==> src/rtl/m4sram_xpose_ctrl_pkg.sv <==
// m4sram_xpose_ctrl_pkg: shared sizes and state encoding for the 4x4 corner-turn controller
package m4sram_xpose_ctrl_pkg;
  localparam int N = 4;
  localparam int DW = 64;
  localparam int AW = 2;
  typedef enum logic {WR, RD} state_t;
endpackage

==> src/rtl/m4sram_xpose_ctrl_rot4.sv <==
// m4sram_xpose_ctrl_rot4: 4-lane rotator, 2-bit amount, selectable direction
// Ports: d0..d3 lanes in; amt rotation; dir 0: q[b]=d[b-amt], 1: q[b]=d[b+amt]; q0..q3 lanes out
module m4sram_xpose_ctrl_rot4
  import m4sram_xpose_ctrl_pkg::*;
#(
  parameter int W = DW
) (
  input  logic [W-1:0]  d0,
  input  logic [W-1:0]  d1,
  input  logic [W-1:0]  d2,
  input  logic [W-1:0]  d3,
  input  logic [AW-1:0] amt,
  input  logic          dir,
  output logic [W-1:0]  q0,
  output logic [W-1:0]  q1,
  output logic [W-1:0]  q2,
  output logic [W-1:0]  q3
);
  logic [W-1:0] a [N];
  logic [W-1:0] y [N];
  assign a[0] = d0;
  assign a[1] = d1;
  assign a[2] = d2;
  assign a[3] = d3;
  for (genvar i = 0; i < N; i++) begin : g_lane
    logic [AW-1:0] s;
    assign s = dir ? AW'(i) + amt : AW'(i) - amt;
    assign y[i] = a[s];
  end
  assign q0 = y[0];
  assign q1 = y[1];
  assign q2 = y[2];
  assign q3 = y[3];
endmodule

==> src/rtl/m4sram_xpose_ctrl.sv <==
// m4sram_xpose_ctrl: drives a 4-bank SRAM as a 4x4 transpose buffer (rows in, columns out)
// Ports: in_valid/in_ready/in_d* row beats; out_valid/out_d*/frame_done column beats;
//        sram_we/sram_addr*/sram_d* to the banks; sram_q* registered bank outputs
module m4sram_xpose_ctrl
  import m4sram_xpose_ctrl_pkg::*;
(
  input  logic          clk,
  input  logic          rst_n,
  input  logic          in_valid,
  output logic          in_ready,
  input  logic [DW-1:0] in_d0,
  input  logic [DW-1:0] in_d1,
  input  logic [DW-1:0] in_d2,
  input  logic [DW-1:0] in_d3,
  output logic          out_valid,
  output logic [DW-1:0] out_d0,
  output logic [DW-1:0] out_d1,
  output logic [DW-1:0] out_d2,
  output logic [DW-1:0] out_d3,
  output logic          frame_done,
  output logic          sram_we,
  output logic [AW-1:0] sram_addr0,
  output logic [AW-1:0] sram_addr1,
  output logic [AW-1:0] sram_addr2,
  output logic [AW-1:0] sram_addr3,
  output logic [DW-1:0] sram_d0,
  output logic [DW-1:0] sram_d1,
  output logic [DW-1:0] sram_d2,
  output logic [DW-1:0] sram_d3,
  input  logic [DW-1:0] sram_q0,
  input  logic [DW-1:0] sram_q1,
  input  logic [DW-1:0] sram_q2,
  input  logic [DW-1:0] sram_q3
);
  state_t        state, state_nx;
  logic [AW-1:0] wr_row, rd_col, rd_col_d;
  logic          rd_pend, wr_fire, rd_issue;
  logic [DW-1:0] wr_d [N];
  logic [DW-1:0] sd [N];
  logic [AW-1:0] addr [N];
  assign in_ready = state == WR;
  assign wr_fire = in_ready && in_valid;
  assign rd_issue = state == RD;
  assign sram_we = wr_fire;
  assign out_valid = rd_pend;
  assign frame_done = rd_pend && &rd_col_d;
  always_comb state_nx = in_ready ? (wr_fire && &wr_row ? RD : WR) : (&rd_col ? WR : RD);
  // Row and column counters wrap mod 4, so no explicit clear is needed between frames.
  always_ff @(posedge clk or negedge rst_n) begin
    if (!rst_n) begin
      state <= WR;
      wr_row <= '0;
      rd_col <= '0;
      rd_pend <= 1'b0;
      rd_col_d <= '0;
    end else begin
      state <= state_nx;
      wr_row <= wr_row + AW'(wr_fire);
      rd_col <= rd_col + AW'(rd_issue);
      rd_pend <= rd_issue;
      rd_col_d <= rd_col;
    end
  end
  // Row r is written diagonally: bank b holds column (b-r), so column c lives in bank b at row (b-c).
  m4sram_xpose_ctrl_rot4 u_wr_rot (
    .d0(in_d0), .d1(in_d1), .d2(in_d2), .d3(in_d3),
    .amt(wr_row), .dir(1'b0),
    .q0(wr_d[0]), .q1(wr_d[1]), .q2(wr_d[2]), .q3(wr_d[3])
  );
  m4sram_xpose_ctrl_rot4 u_rd_rot (
    .d0(sram_q0), .d1(sram_q1), .d2(sram_q2), .d3(sram_q3),
    .amt(rd_col_d), .dir(1'b1),
    .q0(out_d0), .q1(out_d1), .q2(out_d2), .q3(out_d3)
  );
  for (genvar i = 0; i < N; i++) begin : g_bank
    assign addr[i] = wr_fire ? wr_row : rd_issue ? AW'(i) - rd_col : '0;
    assign sd[i] = wr_fire ? wr_d[i] : '0;
  end
  assign sram_addr0 = addr[0];
  assign sram_addr1 = addr[1];
  assign sram_addr2 = addr[2];
  assign sram_addr3 = addr[3];
  assign sram_d0 = sd[0];
  assign sram_d1 = sd[1];
  assign sram_d2 = sd[2];
  assign sram_d3 = sd[3];
endmodule

==> config.mk <==
export PLATFORM = sky130hd
export DESIGN_NAME = m4sram_xpose_ctrl
export DESIGN_NICKNAME = d
export VERILOG_FILES = /design/src/rtl/m4sram_xpose_ctrl_pkg.sv /design/src/rtl/m4sram_xpose_ctrl_rot4.sv /design/src/rtl/m4sram_xpose_ctrl.sv
export SDC_FILE = /design/constraint.sdc
export NUM_CORES = 1
export LEC_CHECK = 0
export ABC_AREA = 1
export CELL_PAD_IN_SITES_DETAIL_PLACEMENT = 1
export CELL_PAD_IN_SITES_GLOBAL_PLACEMENT = 1
export CORE_AREA = 8 8 400 402
export DETAILED_ROUTE_END_ITERATION = 10
export DIE_AREA = 0 0 408 410
export PLACE_DENSITY = 0.48
export SYNTH_ARGS = -nofsm -noshare
export SYNTH_HDL_FRONTEND = slang
export SYNTH_SLANG_ARGS = --single-unit
==> constraint.sdc <==
create_clock -name clk -period 2 [get_ports clk]
set_input_delay 0.2 -clock clk [delete_from_list [all_inputs] [get_ports clk]]
set_output_delay 0.2 -clock clk [all_outputs]
set_load 0.01 [all_outputs]
==> run metrics, run 1 <==
CP dominant cell by count buf_12; r2r setup slk about 0.49 ns; Yosys reg bits 8; Post-synth EDFFs 0; overflow left after global routing 0; violated checks negative setup slack; Setup CP Type flop to output port; final setup margin -0.294 ns; clock skew ~0.003 ns; die footprint 0.167 mm^2; fin. max-slew vios 0; status finished with violations; Tot GR Track Use between 10% and 20%; final std cells w/o fill around 6,800; Vias around 26,000; critical path peak fanout 12; vias in the first global route approximately 27,000; routed vias/inst 3.90; list of most frequent post-synthesis cells nand2_1, inv_1, nor2_1; Hold Violations, Final 0; startpoint types flop; CTS root buf clkbuf_16; maximum clock rate roughly 440 MHz; VDD IR-drop max between 700 and 800 uV; count of warnings emitted by yosys 0; Syn Std Cell Area 0.0141 mm^2; Synth Area in Compound Gates approximately 9.2%; leakage power around 0.018 uW; CP arrival between 2 and 2.5 ns; Post-Synth XOR/XNOR Area less than 1%; # hold bufs at CTS 0; Area growth syn-to-layout 130%; total power 64,700 uW; Initial Utilization 9.20%; CP max-delay cell dfrtp_4; CTS Buffer Depth 2; Synth top area share between 60% and 70%; Die Wd ~410 um; routed len/inst roughly 24 um; mux cell area share after synthesis 0%; antenna violations before repair around 120; minimum clock period approximately 2.3 ns; Mapped Cells 3,490; worst slew pin tran 0.457 ns; drt initial violations approximately 1,100; H-tree depth 1; Core ar. between 0.15 and 0.2 mm^2; Worst R2R Path Depth 8; Top Ports between 1,000 and 1,500; sequential area share after synthesis 1.42%; Post-DP HPWL between 100 and 150 mm; WL final around 160 mm; worst path cell trace buf_12 -> ha_4 -> inv_8 -> buf_12 -> buf_16 -> buf_8 -> nand2_1 -> nand2_2 -> buf_12; cell with the most instances after synthesis nand2_1; period utilization 115%; average size of a mapped cell between 4 and 5 um^2; Worst-path clk slew about 0.040 ns; Rows approximately 140; Hold Path Class primary input to async pin; Final Util between 20% and 30%; worst r2r dst wr_row[1]; layout cells sized above 1 around 23%; clock tree from TritonCTS done; largest cells by area after synthesis nand2_1, inv_1, nor2_1; Port Buffers 1,038; fin nets around 5,200; # DRC 0; Post-Synth Adder-Cell Area 0.443%; Clk Latency, worst-skew pair roughly 0.23 ns; post-route ant nets 0; largest family of logic cells by synthesized area simple AND/OR/NAND/NOR gates; syn_nets between 4,000 and 5,000; CTS sink cnt 8; post-synth cell types 17; Fillers 19,335; CTS Buf Count 3; Reg-to-Reg Start wr_row[0]; Worst setup EP type output port; Die Ht between 400 and 500 um; pin count of the biggest net entering global routing 49; Worst path max stage delay between 0.4 and 0.5 ns; Placed Instances approximately 6,600; fraction of registers with async set/reset 100%; Synth Area in Simple Gates 73.2%; biggest area consumer among synthesized cells nand2_1; first-pass GRT wire length approximately 220 mm; worst path required time approximately 1.8 ns; Power per Cell Area between 1500 and 2000 mW/mm^2; Max Cap Viol 0; Pre-antenna DRT Iters 5; RSZ-0062 raised after global routing true; Final Setup Violations about 460; GP Congestion ~0.88; Synth Flop Type dfrtp_1; Rel. slew slack 69.2%
kinds of logic after synthesis:
kind of cell	count (synthesis)
AO/OA/AOI/OAI	259
XOR/XNOR	1
adder cells (fa/ha/maj)	5
buffers and inverters	510
flip-flops	8
AND/OR/NAND/NOR	2707
power by group:
part	total [uW]	internal (uW)	switching [uW]	leakage, uW
Clock	347	266	80.9	0.0000384
Combinational	63900	28400	35500	0.0176
Sequential	386	265	121	0.0000931
worst max-delay path by stage:
stage,endpoint,slack (ns),depth (start not counted),startpoint
final,out_d3[15],-0.29,9,rd_col_d[0]
after detailed placement,sram_d0[42],-0.59,8,in_valid
after CTS,out_d1[31],-0.39,6,rd_col_d[0]
after floorplan,sram_d2[23],0.24,6,wr_row[1]
after global placement,sram_d2[24],-0.60,8,in_valid
after global routing,sram_d0[49],-0.38,10,wr_row[0]
layer usage:
metal	wire length (um)	GRT usage, %
met1	57400	17.9
met2	85200	34.9
met3	15700	7.99
met4	3400	2.59
met5	525	0
worst max-delay path: cells and delay by family, from the launching register on:
kind,cells,cell delay (ns)
buffers and inverters,6,0.81
AND/OR/NAND/NOR,2,0.15
adder cells (fa/ha/maj),1,0.39
flip-flops,1,0.48
per-stage QoR:
| stage | cell area (um^2) | setup TNS [ns] | hold slack [ns] | setup slack [ns] |
|---|---|---|---|---|
| floorplan | 14100 | 0 | -0.0956 | 0.243 |
| global placement | 28700 | -138.40 | 0.436 | -0.598 |
| detailed placement | 28700 | -147.10 | 0.438 | -0.588 |
| CTS | 31100 | -112.31 | 0.279 | -0.387 |
| global route | 32400 | -105.04 | 0.291 | -0.375 |
| finish | 32500 | -67.50 | 0.276 | -0.294 |
repair_timing:
action / CTS / global route
resized for setup: 1360 / 601
setup buffers: 70 / 41
gates cloned: 41 / 18
pin swaps: 77 / 49
setup endpoints to repair: 516 / 516
hold endpoints to repair: 0 / 0
registers in the layout, summed over array words and instances (netlist names):
name / count
rd_col_d: 2
rd_issue: 1
wr_row: 2
out_valid: 1
rd_col: 2
layout make-up:
class                      instances  area [um^2]  area share [%]
antenna                           38         95.1           0.293
sequential                         8          211           0.651
inverter                         268         1070            3.31
timing repair buffer            1430        15400            47.3
timing repair inverter             4         65.1           0.200
tap                             2044         2560            7.88
clock buffer                       4         78.8           0.243
multi-input combinational       2972        13000            40.1
placed cells by master, fill, tap and decap left out, drive strengths merged, types with 38 or more instances in the layout:
cell type / instances
clkdlybuf4s50: 521
nand3: 128
buf: 635
nand2: 2318
clkdlybuf4s15: 41
o21ai: 259
nor2: 261
diode: 38
clkbuf: 69
inv: 270
dlygate4sd2: 137
Note: power is estimated with default switching activity, not from simulation.
==> inputs of run 2 (changes only) <==
Settings changed: ABC_CLOCK_PERIOD_IN_PS set to 2000.
==> results of run 2 <==
Same layout as run 1: the final DEF is identical, and so are final timing and power.
